==> src/rtl/alu_op_sequencer.sv <==
// Button/switch front end for the 8-bit ALU: loads operands and opcode, captures results,
// and runs a timed demonstration sweep through all eight ALU operations.
//
// state    | meaning
// IDLE     | waiting for a button pulse; operand/opcode loads happen here
// EXEC     | one cycle for the ALU to settle on the new opcode, then capture
// SW_ISSUE | drive the next sweep opcode to the ALU
// SW_HOLD  | capture the sweep result and hold it for HOLD_CYCLES cycles
module alu_op_sequencer #(
    parameter int NB_IN       = 8,
    parameter int NB_OUT      = 8,
    parameter int NB_CODE     = 6,
    parameter int HOLD_CYCLES = 4
) (
    input  logic               clk,
    input  logic               rst_n,
    input  logic [NB_IN-1:0]   switch,
    input  logic               b_dato1,
    input  logic               b_dato2,
    input  logic               b_code,
    input  logic               b_sweep,
    output logic [NB_IN-1:0]   alu_a,
    output logic [NB_IN-1:0]   alu_b,
    output logic [NB_CODE-1:0] alu_op,
    input  logic [NB_OUT-1:0]  alu_result,
    output logic [NB_OUT-1:0]  salida,
    output logic               op_valid,
    output logic               op_error,
    output logic               busy
);

    localparam int NB_HOLD = $clog2(HOLD_CYCLES + 1);
    localparam logic [NB_HOLD-1:0] HOLD_LAST = NB_HOLD'(HOLD_CYCLES);

    localparam logic [NB_CODE-1:0] OP_ADD    = NB_CODE'(6'b100000);
    localparam logic [NB_CODE-1:0] OP_SUB    = NB_CODE'(6'b100010);
    localparam logic [NB_CODE-1:0] OP_AND    = NB_CODE'(6'b100100);
    localparam logic [NB_CODE-1:0] OP_OR     = NB_CODE'(6'b100101);
    localparam logic [NB_CODE-1:0] OP_XOR    = NB_CODE'(6'b100110);
    localparam logic [NB_CODE-1:0] OP_SRA    = NB_CODE'(6'b000011);
    localparam logic [NB_CODE-1:0] OP_SRL    = NB_CODE'(6'b000010);
    localparam logic [NB_CODE-1:0] OP_NOR    = NB_CODE'(6'b100111);
    localparam logic [NB_CODE-1:0] OP_FINISH = NB_CODE'(6'b111111);

    typedef enum logic [1:0] {IDLE, EXEC, SW_ISSUE, SW_HOLD} state_t;

    state_t             state;
    logic [3:0]         btn_q;
    logic [3:0]         btn_qq;
    logic [3:0]         btn_pulse;
    logic [2:0]         sw_idx;
    logic [NB_HOLD-1:0] hold_cnt;
    logic [NB_HOLD-1:0] hold_next;
    logic [NB_CODE-1:0] code_in;

    // bit 0 dato1, bit 1 dato2, bit 2 code, bit 3 sweep
    assign btn_pulse = btn_q & ~btn_qq;
    assign hold_next = hold_cnt + 1'b1;
    assign code_in   = switch[NB_CODE-1:0];

    function automatic logic is_legal(input logic [NB_CODE-1:0] code);
        case (code)
            OP_ADD, OP_SUB, OP_AND, OP_OR,
            OP_XOR, OP_SRA, OP_SRL, OP_NOR: return 1'b1;
            default:                        return 1'b0;
        endcase
    endfunction

    function automatic logic [NB_CODE-1:0] sweep_op(input logic [2:0] idx);
        case (idx)
            3'd0:    return OP_ADD;
            3'd1:    return OP_SUB;
            3'd2:    return OP_AND;
            3'd3:    return OP_OR;
            3'd4:    return OP_XOR;
            3'd5:    return OP_SRA;
            3'd6:    return OP_SRL;
            default: return OP_NOR;
        endcase
    endfunction

    always_ff @(posedge clk) begin
        if (!rst_n) begin
            state    <= IDLE;
            btn_q    <= '0;
            btn_qq   <= '0;
            sw_idx   <= '0;
            hold_cnt <= '0;
            alu_a    <= '0;
            alu_b    <= '0;
            alu_op   <= '0;
            salida   <= '0;
            op_valid <= 1'b0;
            op_error <= 1'b0;
            busy     <= 1'b0;
        end else begin
            btn_q  <= {b_sweep, b_code, b_dato2, b_dato1};
            btn_qq <= btn_q;
            case (state)
                IDLE: begin
                    if (btn_pulse[3]) begin
                        busy     <= 1'b1;
                        op_valid <= 1'b0;
                        op_error <= 1'b0;
                        sw_idx   <= '0;
                        state    <= SW_ISSUE;
                    end else if (btn_pulse[2]) begin
                        if (is_legal(code_in)) begin
                            alu_op   <= code_in;
                            busy     <= 1'b1;
                            op_valid <= 1'b0;
                            op_error <= 1'b0;
                            state    <= EXEC;
                        end else if (code_in == OP_FINISH) begin
                            alu_a    <= '0;
                            alu_b    <= '0;
                            alu_op   <= '0;
                            salida   <= '0;
                            op_valid <= 1'b0;
                            op_error <= 1'b0;
                        end else begin
                            op_error <= 1'b1;
                        end
                    end else if (btn_pulse[0]) begin
                        alu_a    <= switch;
                        op_valid <= 1'b0;
                        op_error <= 1'b0;
                    end else if (btn_pulse[1]) begin
                        alu_b    <= switch;
                        op_valid <= 1'b0;
                        op_error <= 1'b0;
                    end
                end
                EXEC: begin
                    salida   <= alu_result;
                    op_valid <= 1'b1;
                    busy     <= 1'b0;
                    state    <= IDLE;
                end
                SW_ISSUE: begin
                    if (btn_pulse[3]) begin
                        busy     <= 1'b0;
                        op_valid <= 1'b0;
                        state    <= IDLE;
                    end else begin
                        alu_op   <= sweep_op(sw_idx);
                        hold_cnt <= '0;
                        state    <= SW_HOLD;
                    end
                end
                SW_HOLD: begin
                    // an abort wins over a capture on the same edge
                    if (btn_pulse[3]) begin
                        busy     <= 1'b0;
                        op_valid <= 1'b0;
                        state    <= IDLE;
                    end else begin
                        hold_cnt <= hold_next;
                        if (hold_cnt == '0) begin
                            salida   <= alu_result;
                            op_valid <= 1'b1;
                        end
                        if (hold_next == HOLD_LAST) begin
                            if (sw_idx != 3'd7) begin
                                op_valid <= 1'b0;
                                sw_idx   <= sw_idx + 3'd1;
                                state    <= SW_ISSUE;
                            end else begin
                                busy  <= 1'b0;
                                state <= IDLE;
                            end
                        end
                    end
                end
                default: state <= IDLE;
            endcase
        end
    end

endmodule
==> config.mk <==
export PLATFORM = sky130hd
export DESIGN_NAME = alu_op_sequencer
export DESIGN_NICKNAME = d
export VERILOG_FILES = /design/src/rtl/alu_op_sequencer.sv
export SDC_FILE = /design/constraint.sdc
export NUM_CORES = 1
export LEC_CHECK = 0
export BUFFER_PORTS_ARGS = -buffer_cell sky130_fd_sc_hd__buf_2
export CORE_MARGIN = 2
export CORE_UTILIZATION = 54
export CTS_CLUSTER_SIZE = 20
export DETAILED_ROUTE_END_ITERATION = 16
export GPL_TIMING_DRIVEN = 0
export PLACE_DENSITY = 0.82
export SYNTH_ARGS = -nofsm -noshare
export SYNTH_HDL_FRONTEND = slang
export SYNTH_SLANG_ARGS = --single-unit
==> constraint.sdc <==
create_clock -name clk -period 1.9 [get_ports clk]
set_clock_uncertainty 0.05 [all_clocks]
set_input_delay 0 -clock clk [delete_from_list [all_inputs] [get_ports clk]]
set_output_delay 0 -clock clk [all_outputs]
set_load 0.02 [all_outputs]
==> results of run 1 <==
## state kept, by name, summed over array words and instances (netlist names)
register and count:
state 2, alu_a 8, alu_op 6, btn_q 4, busy 1, alu_b 8
btn_qq 4, hold_cnt 3, salida 8, op_valid 1, op_error 1, sw_idx 3
## layout by cell type (no fill, tap or decap), types with 2 or more instances in the layout
cell type                       Yosys  layout
sky130_fd_sc_hd__dlygate4sd3_1      0       5
sky130_fd_sc_hd__nand3_1            8       8
sky130_fd_sc_hd__a21boi_0           3       3
sky130_fd_sc_hd__nand4_1            4       4
sky130_fd_sc_hd__o21ai_2            2       2
sky130_fd_sc_hd__dfxtp_1           49      48
sky130_fd_sc_hd__clkbuf_2           2       2
sky130_fd_sc_hd__nor4_1             2       2
sky130_fd_sc_hd__ha_1               8       7
sky130_fd_sc_hd__inv_1              7       7
sky130_fd_sc_hd__buf_2              2      55
sky130_fd_sc_hd__and2_1            24      24
sky130_fd_sc_hd__clkbuf_1           7       7
sky130_fd_sc_hd__and3_1             5       5
sky130_fd_sc_hd__nor3b_1            5       4
sky130_fd_sc_hd__nor3_1             2       2
sky130_fd_sc_hd__nand2_1           16      16
sky130_fd_sc_hd__clkbuf_8           0       5
sky130_fd_sc_hd__mux2i_1           28      28
sky130_fd_sc_hd__nor2b_1           28      28
sky130_fd_sc_hd__nor2_1            12      12
sky130_fd_sc_hd__nand2b_4           1       2
sky130_fd_sc_hd__nand2b_1           8       7
sky130_fd_sc_hd__o21a_1             5       5
sky130_fd_sc_hd__o21ai_0            5       5
sky130_fd_sc_hd__a211oi_1           2       2
sky130_fd_sc_hd__o21ai_4            2       2
sky130_fd_sc_hd__a21oi_1            7       7
sky130_fd_sc_hd__o22ai_1            3       3
## per-layer routing
metal,track usage [%],vias up,part of all wire [%]
met5,0,-,0
met4,7.34,0,1.2
met1,27.1,965,45
met3,5.06,7,5.2
li1,-,1039,-
met2,38.4,56,49
## critical path, stage by stage (launching register included)
cell and delay (ps):
sky130_fd_sc_hd__dfxtp_1 410, sky130_fd_sc_hd__inv_1 70, sky130_fd_sc_hd__ha_1 190, sky130_fd_sc_hd__nand2b_1 130
sky130_fd_sc_hd__o21ai_2 80, sky130_fd_sc_hd__a32oi_4 400, sky130_fd_sc_hd__mux2i_1 250, sky130_fd_sc_hd__nor2b_1 60
## power by group
group	switching [mW]	internal, mW
sequential	0.0222	1.06
clock	0.372	0.394
combinational	0.233	0.168
total	0.627	1.63
## timing repair
item                                   CTS  global route
gates resized for setup                  1             4
pin swaps                                0             1
setup buffers                            0             0
hold buffers                             5             0
endpoints found under the hold margin    5             0
setup endpoints to repair                1             2
## synthesized netlist by cell type (2+ instances only)
master,n
sky130_fd_sc_hd__dfxtp_1,49
sky130_fd_sc_hd__mux2i_1,28
sky130_fd_sc_hd__nor2b_1,28
sky130_fd_sc_hd__and2_1,24
sky130_fd_sc_hd__nand2_1,16
sky130_fd_sc_hd__nor2_1,12
sky130_fd_sc_hd__ha_1,8
sky130_fd_sc_hd__nand2b_1,8
sky130_fd_sc_hd__nand3_1,8
sky130_fd_sc_hd__a21oi_1,7
sky130_fd_sc_hd__clkbuf_1,7
sky130_fd_sc_hd__inv_1,7
sky130_fd_sc_hd__and3_1,5
sky130_fd_sc_hd__nor3b_1,5
sky130_fd_sc_hd__o21a_1,5
sky130_fd_sc_hd__o21ai_0,5
sky130_fd_sc_hd__nand4_1,4
sky130_fd_sc_hd__a21boi_0,3
sky130_fd_sc_hd__o22ai_1,3
sky130_fd_sc_hd__a211oi_1,2
sky130_fd_sc_hd__buf_2,2
sky130_fd_sc_hd__clkbuf_2,2
sky130_fd_sc_hd__nor3_1,2
sky130_fd_sc_hd__nor4_1,2
sky130_fd_sc_hd__o21ai_2,2
sky130_fd_sc_hd__o21ai_4,2
## cell families (layout without fill, tap and decap cells)
kind of cell	count (synthesis)	in the layout	synth area share, %
AND/OR/NAND/NOR	123	123	29.3
flip-flops	49	49	39.7
AO/OA/AOI/OAI	36	36	11.6
adder cells (fa/ha/maj)	8	8	4.05
buffers and inverters	20	86	3.70
multiplexers	28	28	11.3
XOR/XNOR	1	1	0.354
## per-stage QoR
| step | cell area, um^2 | worst slack [ps] | hold slack, ps | power [mW] |
|---|---|---|---|---|
| after global routing | 2990 | 36.1 | 25.7 | 2.34 |
| after detailed placement | 2800 | 11.3 | 155 | 1.49 |
| after CTS | 2980 | 67.2 | 1.07 | 2.26 |
| final | 2990 | 143 | -2.72 | 2.25 |
| after floorplan | 2470 | 239 | 71.7 | 1.39 |
| after global placement | 2800 | 88.5 | 152 | 1.48 |
## final cells by class
class	count	area, um^2	area share (%)
clock inverter	3	46.3	1.55
clock buffer	5	68.8	2.30
sequential	49	982	32.8
buffer	13	65.1	2.17
inverter	7	26.3	0.878
timing repair buffer	58	315	10.5
multi-input combinational	196	1420	47.6
tap	52	65.1	2.17
## how the worst max path moves through the flow
stage | from | end | slack [ps] | depth (start not counted)
floorplan | sw_idx[0]$_SDFFE_PN0P_ | sw_idx[0]$_SDFFE_PN0P_ | 240 | 6
global placement | sw_idx[0]$_SDFFE_PN0P_ | sw_idx[0]$_SDFFE_PN0P_ | 90 | 6
detailed placement | sw_idx[0]$_SDFFE_PN0P_ | sw_idx[0]$_SDFFE_PN0P_ | 10 | 6
CTS | sw_idx[0]$_SDFFE_PN0P_ | sw_idx[0]$_SDFFE_PN0P_ | 70 | 6
global route | hold_cnt[0]$_SDFFE_PN0P_ | salida[3]$_SDFFE_PN0P_ | 40 | 7
finish | hold_cnt[0]$_SDFFE_PN0P_ | salida[3]$_SDFFE_PN0P_ | 140 | 7
==> summary by stage, run 1 <==
Power
The power per standard cell area is 753 nW/um^2. In this run the static leakage power is 1.43 nW. The peak supply drop is 0.000581 V.

Critical path
Data arrives at the worst endpoint at 1910 ps. STA classifies the critical path startpoint as a register. The launch instance of the worst register-to-register path is hold_cnt[0]$_SDFFE_PN0P_. The worst-case register-to-register setup slack is 140 ps. In this run the worst path has a maximum fanout of 8.

The critical path start-end classification is register to register. The worst register-to-register path ends at salida[3]$_SDFFE_PN0P_. Counting cells, the worst reg-to-reg path comes to 7. The worst setup path is captured at a register.

The worst path required time is 2050 ps.

Synthesis
The number of flip-flops and latches in the synthesized netlist is 49. Counting flops with an async set or reset pin after synthesis yields a share of 0%. The share of the Yosys chip area taken by registers is 39.7%.

The net count after synthesis is 295. Yosys attributes the largest share of cell area to sky130_fd_sc_hd__dfxtp_1 (40%), sky130_fd_sc_hd__mux2i_1 (11%), sky130_fd_sc_hd__nor2b_1 (7.1%), sky130_fd_sc_hd__and2_1 (6.1%), sky130_fd_sc_hd__ha_1 (4.1%). Counting flops with a built-in enable in the synthesized netlist gives 0. Dividing the synthesized area by the synthesized cell count gives 9.32 um^2. Synthesis handed over a netlist of 265 instances. Of all cell types, the one taking the most synthesized area is sky130_fd_sc_hd__dfxtp_1. Counting distinct cell types in the post-synthesis netlist gives 45. For this run, the number of Yosys warnings is 0. The total standard cell area after synthesis is 2470 um^2. For this run, the leading register cell type out of synthesis is sky130_fd_sc_hd__dfxtp_1.

The share of synthesized area in the top cell type comes to 39.7%.

Floorplan
The core area is 4380 um^2. The width of the chip is 71.6 um. The vertical die dimension is 71.6 um. For this configuration, the core starts out at a cell density of 56.4%. Row generation in the floorplan step produced 24 rows. The floorplan die area is 5130 um^2. 55 I/O pins were placed.

Final layout
The finished layout holds 383 standard cells, fillers aside. For this run, the post-layout net count is 360. The count of antenna diodes in the layout is 0. The area growth from synthesis to final layout is 21.1%. The total of fill cells in the finished design is 358. Of the cells placed in the final design, the portion with a size suffix greater than 1 is 25.4%.

The final core area utilization is 68.2%.

STA
The fmax is 569 MHz. After layout, the minimum clock period comes to 1760 ps. The worst max-slew margin expressed relative to the limit is 68.5%. The final hold slack is -2.72 ps. For the pin with the worst max-slew slack, the measured transition is 473 ps. The number of max-slew violations in the final report came to 0. The final clock period utilization by the worst path is 92.5%. The number of failing hold endpoints at the final stage is 1.

Setup violations remaining at the end of the flow were counted as 0. For the final routed database, the setup TNS stands at 0 ps. Setup repair after global routing left no endpoint under its margin.

Place
The congestion estimate from routability-driven global placement came to 0.901. Detailed placement finished with a half-perimeter wire length of 3910 um. The total of buffers placed on input and output ports is 53. The placed cell count is 370.

Drt
For this block, the initial DRC count from the detailed router was 127. The detailed router placed 2067 vias in this run. Using the TritonRoute via totals, the vias-per-cell ratio works out to 5.40. After detailed routing, the number of remaining DRC violations is 0. The detail route stage leaves a number of antenna-violating nets equal to 0.

After detailed routing, the total wire length is 5450 um. The number of detailed-routing iterations run before antenna repair is 4. The average wire length per cell after detail routing is 14.2 um.

Clock tree
TritonCTS created 5 clock buffers. CTS placed an instance of sky130_fd_sc_hd__clkbuf_8 at the clock tree root. The TritonCTS clock tree is built.

The maximum number of buffers from clock root to sink is 2. The register clock-pin slew on the reported worst setup and hold paths is 100 ps. The number of sinks driven by the clock tree is 49.

The insertion delay of the later-clocked pin in the worst-skew pair is 310 ps. The number of levels in the clock H-tree is 2.

Status
The checks that failed: hold timing. The run finished, with violations left.

Hold path
The worst hold path terminates at salida[2]$_SDFFE_PN0P_. The worst min-delay path category is primary input to register. The instance count along the most critical hold path is 4. The worst hold path startpoint is alu_result[2].

Global routing
The first global-routing pass estimated 9050 um of wire. The initial antenna violation count is 0. After global routing the overflow that remains totals 0. The via count of the first global-routing pass is 1988. Global routing used 22.1% of the available tracks across all layers. Entering global routing, the biggest net connects 17 pins.

Run
Max-cap violations in this run came to 0.
Power figures use the tool's default switching activity.
==> inputs of run 2 (changes only) <==
==> constraint.sdc (replaced) <==
create_clock -name clk -period 1.9 [get_ports clk]
set_clock_uncertainty 0.05 [all_clocks]
set_input_delay 0.19 -clock clk [delete_from_list [all_inputs] [get_ports clk]]
set_output_delay 0.19 -clock clk [all_outputs]
set_load 0.02 [all_outputs]
==> summary by stage, run 2 (same netlist as run 1, synthesis figures left out) <==
STA
Setup violations remaining at the end of the flow were counted as 0. The final clock period utilization by the worst path is 92.8%. The number of failing hold endpoints at the final stage is 0. The final hold slack is 33.6 ps. The number of max-slew violations in the final report is 0. In the post-route analysis, the smallest setup slack over all paths is 138 ps. After routing, the total negative slack on setup checks comes to 0 ps. The post-layout minimum cycle time is 1760 ps. The slew at the pin closest to its max-slew limit is 472 ps. The worst max-slew margin expressed relative to the limit is 68.5%. The fmax is 567 MHz.

Setup repair after global routing left no endpoint under its margin.

Critical path
Counting buffers and inverters, the worst setup path is 7 cells deep. The worst register-to-register path begins at hold_cnt[0]$_SDFFE_PN0P_. The worst-path maximum fanout is 8. The worst-case register-to-register setup slack is 140 ps. Traced cell by cell, the critical path runs through inv_1 > ha_1 > nand2b_1 > o21ai_2 > a32oi_4 > mux2i_1 > nor2b_1.

The biggest cell delay along the critical path is 410 ps. The depth of the most critical reg-to-reg path is 7. The kind of cell adding the most delay to the critical path is compound AO/OA/AOI/OAI gates. The cell with the largest stage delay on the worst path is sky130_fd_sc_hd__dfxtp_1.

The critical path data arrival time is 1930 ps. The endpoint of the most critical setup path is salida[0]$_SDFFE_PN0P_. The critical register-to-register path endpoint is salida[0]$_SDFFE_PN0P_. The source of the critical timing path is hold_cnt[0]$_SDFFE_PN0P_. The worst setup path is captured at a register. The startpoint type of the worst setup path is a register. For the worst setup path, the data required time is 2070 ps. The critical path start-end classification is register to register. The number of buffers and inverters on the critical path is 1.

Floorplan
The width of the chip is 71.6 um. The floorplan die area is 5130 um^2. The region available for standard cell placement spans 4380 um^2. The number of placement rows is 24.

Measured along the y axis, the die boundary spans 71.6 um. For this design the top-level I/O count stands at 55. The initial utilization of the core area, before any placement, comes to 56.4%.

Clock tree
The tree built by TritonCTS fans out to 49 sinks. The register clock-pin slew on the reported worst setup and hold paths is 100 ps. The number of hold buffers added after CTS is 0. The maximum number of buffers from clock root to sink is 2. TritonCTS built the clock tree. The insertion delay of the later-clocked pin in the worst-skew pair is 310 ps. The post-CTS setup-driven buffer insertion count is 0. The cell sitting at the root of the clock tree is a sky130_fd_sc_hd__clkbuf_8. TritonCTS created 5 clock buffers. The number of levels in the clock H-tree is 2.

Final layout
In the layout the commonest cells are sky130_fd_sc_hd__buf_2 (55), sky130_fd_sc_hd__dfxtp_1 (48), sky130_fd_sc_hd__mux2i_1 (28), sky130_fd_sc_hd__nor2b_1 (28), sky130_fd_sc_hd__and2_1 (24). At the end of the flow, the number of nets in the layout was 355. The most common cell after layout, fill and taps aside is sky130_fd_sc_hd__buf_2. The area growth from synthesis to final layout is 19.0%. The total of fill cells in the finished design is 363.

In the final layout, the multi-input gates occupy 1420 um^2. Of the cells placed in the final design, the portion with a size suffix greater than 1 is 25.8%. The total area of sequential cells is 982 um^2.

0 antenna diodes ended up in the layout. In the final layout, the registers with the most flip-flops are alu_a (8), alu_b (8), salida (8).

Drt
The total length of routed wires is 5330 um. The residual antenna-violating net count after detailed routing is 0. The number of vias after detailed routing is 2050. The iteration-0 DRC count of the detailed router is 121. The via count normalized by instance count is 5.42.

The DRC violation count after routing is 0. The average wire length per cell after detail routing is 14.1 um. Before antenna repair, the detailed router went through 4 iterations.

Status
The flow ran to the end, and the final reports show no timing, DRC or antenna violations.

Power
The design draws 2.24 mW. The static leakage is 1.41 nW. IR analysis of the VDD net gives a maximum drop of 0.000566 V. The power per standard cell area is 763 nW/um^2.

Global routing
The initial antenna violation count is 0. For this run the aggregate overflow at the end of global routing stands at 0. Entering global routing, the biggest net connects 17 pins. The first global-routing pass estimated 8960 um of wire.

The overall fraction of global-route tracks in use is 21.9%. The via count of the first global-routing pass is 1970.

Place
The detailed-placement wirelength estimate is 3910 um. Input and output buffers added on the ports amount to 53. The congestion estimate from routability-driven global placement came to 0.901. OpenSTA, run right after detailed placement, puts the worst setup slack at 11.3 ps.

Run
The number of max-capacitance violations reported is 0.

Hold path
The worst hold path belongs to the class primary input to register. In this run the most critical hold path is launched from b_dato2.
==> run 2: changes by cell type in the layout (fill, tap and decap cells not counted) <==
cell                            delta
sky130_fd_sc_hd__dlygate4sd3_1     -5
==> run 2: layout make-up <==
| type | instances | share of cell area [%] |
|---|---|---|
| Buffer | 13 | 2.21 |
| Clock buffer | 5 | 2.34 |
| Clock inverter | 3 | 1.57 |
| Inverter | 7 | 0.893 |
| Multi-Input combinational cell | 196 | 48.4 |
| Sequential cell | 49 | 33.4 |
| Tap cell | 52 | 2.21 |
| Timing Repair Buffer | 53 | 9.02 |
==> run 2: what timing repair did <==
item | CTS | global route
setup endpoints to repair | 1 | 2
gates cloned | 0 | 0
pin swaps | 0 | 1
resized for setup | 1 | 4
==> run 2: layer usage <==
layer	wire length, um	GRT usage [%]	share of wire [%]	vias to the layer above
met1	2380	27.0	45	954
met3	312	5.06	5.9	8
met2	2570	37.6	48	60
li1	-	-	-	1028
met5	0	0	0	-
met4	66	7.34	1.2	0
==> run 2: worst min-delay path by stage <==
stage                          endpoint  depth (start not counted)
floorplan           btn_q[1]$_SDFF_PN0_                          1
global placement    btn_q[1]$_SDFF_PN0_                          2
CTS                 btn_q[1]$_SDFF_PN0_                          2
finish              btn_q[1]$_SDFF_PN0_                          2
detailed placement  btn_q[1]$_SDFF_PN0_                          2
global route        btn_q[1]$_SDFF_PN0_                          2
==> run 2: stage by stage <==
step	instances	utilization [%]	cell area, um^2
4_1_cts	378	66.7	2930
3_3_place_gp	370	63.9	2800
6_report	378	67.1	2940
2_1_floorplan	265	-	2470
5_1_grt	378	67.1	2940
3_5_place_dp	370	63.9	2800
==> run 2: worst reg2reg max path, delay by kind of cell, from the launching register on <==
kind | cells | cell delay, ps
fa+ha+maj | 1 | 190
mux | 1 | 260
simple gates | 2 | 210
compound gates | 2 | 480
flops | 1 | 410
buf+inv | 1 | 70
==> run 2: power breakdown <==
group / total [mW] / switching [mW] / internal (mW)
registers: 1.09 / 0.0222 / 1.06
clock network: 0.766 / 0.372 / 0.394
logic: 0.392 / 0.231 / 0.161
==> inputs of run 3 (changes only) <==
- ABC_CLOCK_PERIOD_IN_PS: unset -> 1900
- CELL_PAD_IN_SITES_DETAIL_PLACEMENT: unset -> 1
- CELL_PAD_IN_SITES_GLOBAL_PLACEMENT: unset -> 2
- CORE_UTILIZATION: 54 -> 32
- PLACE_DENSITY: 0.82 -> 0.8
==> summary by stage, run 3 (same netlist as run 1, synthesis figures left out) <==
Critical path
The kind of cell adding the most delay to the critical path is compound AO/OA/AOI/OAI gates. Walking the worst path, the cells encountered are ha_2 > ha_1 > nand2b_2 > o31ai_4 > nor3b_2 > o21a_1. The number of buffer and inverter stages on the critical path is 0.

The worst setup path is captured at a register. The launch instance of the worst register-to-register path is sw_idx[0]$_SDFFE_PN0P_. The critical path start-end classification is register to register.

The critical path starts at sw_idx[0]$_SDFFE_PN0P_. The slowest stage of the critical path belongs to the cell sky130_fd_sc_hd__dfxtp_2. The critical path data arrival time is 1970 ps. The biggest cell delay along the critical path is 360 ps. The startpoint type of the worst setup path is a register.

For the worst setup path, the data required time is 2100 ps. The worst-path maximum fanout is 6.

Floorplan
In this run the count of I/O pins placed on the die edge is 55. The number of placement rows is 32. The floorplan die area is 8440 um^2. The starting utilization of the core area is 32.5%. The vertical die dimension is 91.9 um. The die is 91.9 um wide. In this run the standard cell core region covers 7610 um^2.

Global routing
The via count of the first global-routing pass is 2179. The first global-routing pass estimated 10500 um of wire. The initial antenna violation count is 0.

Entering global routing, the biggest net connects 17 pins. For this run the aggregate overflow at the end of global routing stands at 0. The overall fraction of global-route tracks in use is 15.7%.

Power
VDD sags by at most 0.000282 V. For this design the static power due to leakage is 1.40 nW. For this design the ratio of total power to cell area is 712 nW/um^2.

STA
The number of failing hold endpoints at the final stage was 0. The fmax is 564 MHz. The slew at the pin closest to its max-slew limit is 494 ps. The final clock period utilization by the worst path is 93.3%.

For the finished layout, the period the worst path requires is 1770 ps. The number of max-slew violations in the final report came to 0. The total of endpoints with negative setup slack in the final report is 0. The worst max-slew margin expressed relative to the limit is 67.1%. The final hold slack is 30.4 ps.

Setup repair after global routing left no endpoint under its margin. After routing, the total negative slack on setup checks comes to 0 ps.

Drt
In the final routed layout, each cell accounts on average for 14.6 um. The number of detailed-routing iterations run before antenna repair is 4. The iteration-0 DRC count of the detailed router is 48. After detailed routing, the number of vias per cell comes to 4.77.

The total length of routed wires is 6260 um. The number of vias after detailed routing is 2043. The detail route stage leaves a number of antenna-violating nets equal to 0.

The DRC violation count after routing is 0.

Clock tree
The number of levels in the clock H-tree is 2. The total CTS buffers is 5. The number of sinks driven by the clock tree is 49. The post-cts resize count is 0. The number of hold buffers added after CTS is 0. TritonCTS built the clock tree.

The insertion delay of the later-clocked pin in the worst-skew pair is 310 ps. The cell at the root of the clock tree is sky130_fd_sc_hd__clkbuf_8. Clock-pin slew was measured on the worst setup and hold paths at 100 ps. The post-CTS setup-driven buffer insertion count is 0.

The clock passes through at most 2 buffers.

Final layout
The total of fill cells in the finished design is 944. The area growth from synthesis to final layout is 20.4%. 0 antenna diodes ended up in the layout. The largest registers in the layout are alu_a (8), alu_b (8), salida (8). The share of final-layout standard cells stronger than drive strength 1 is 25.8%. Leaving out fill and tap cells, the most frequent cell in the layout is sky130_fd_sc_hd__buf_2. The library cells used most frequently in the layout, excluding fill and tap cells, are sky130_fd_sc_hd__buf_2 (55), sky130_fd_sc_hd__dfxtp_1 (48), sky130_fd_sc_hd__mux2i_1 (28), sky130_fd_sc_hd__nor2b_1 (28), sky130_fd_sc_hd__and2_1 (24). The count of nets after finishing is 355.

Status
The run finished with clean final reports.

Place
The congestion estimate from routability-driven global placement came to 0.763. Input and output buffers added on the ports amount to 53. The wire-length estimate of the detail-placed layout is 4810 um.

Hold path
The worst min-delay path category is primary input to register. The worst hold path startpoint is b_code.

Run
The tool flagged a number of max-cap violations equal to 0.
==> run 3: power breakdown <==
group / internal (mW) / switching, mW / leakage, nW
clock network: 0.262 / 0.370 / 0.0445
logic: 0.161 / 0.238 / 0.956
registers: 1.06 / 0.0233 / 0.398
total: 1.49 / 0.631 / 1.40
==> run 3: layer usage <==
layer / up-vias / part of all wire [%] / GRT usage (%)
li1: 1023 / - / -
met2: 36 / 50 / 28.0
met5: - / 0 / 0
met1: 979 / 46 / 18.9
met3: 5 / 3.0 / 2.79
met4: 0 / 1.3 / 5.22
==> run 3: path summary, 6_finish.rpt <==
check                                         endpoint  slack, ps  depth (start not counted)
worst max-delay path            sw_idx[0]$_SDFFE_PN0P_        130                          6
worst min register to register  alu_op[2]$_SDFFE_PN0P_        420                          2
worst max register to register  sw_idx[0]$_SDFFE_PN0P_        130                          6
worst min-delay path               btn_q[2]$_SDFF_PN0_         30                          2
==> run 3: cell type report <==
type,count,area (um^2),area share [%]
plain buffers,13,65.1,2.19
clock buffers,5,68.8,2.31
clock inverters,3,21.3,0.715
inverters,7,26.3,0.883
multi-input cells,196,1420,47.7
flip-flops and latches,49,982,33.0
well taps,102,128,4.29
repair buffers,53,265,8.92
==> run 3: per-stage QoR <==
step / std cells / worst slack (ps) / cell area, um^2 / power [mW] / util, %
floorplan: 265 / 239 / 2470 / 1.39 / -
detailed placement: 420 / 32.4 / 2860 / 1.51 / 37.6
CTS: 428 / 7.98 / 2950 / 2.15 / 38.8
global placement: 420 / 42.4 / 2860 / 1.50 / 37.6
finish: 428 / 128 / 2970 / 2.12 / 39.1
global route: 428 / 15.3 / 2970 / 2.25 / 39.1
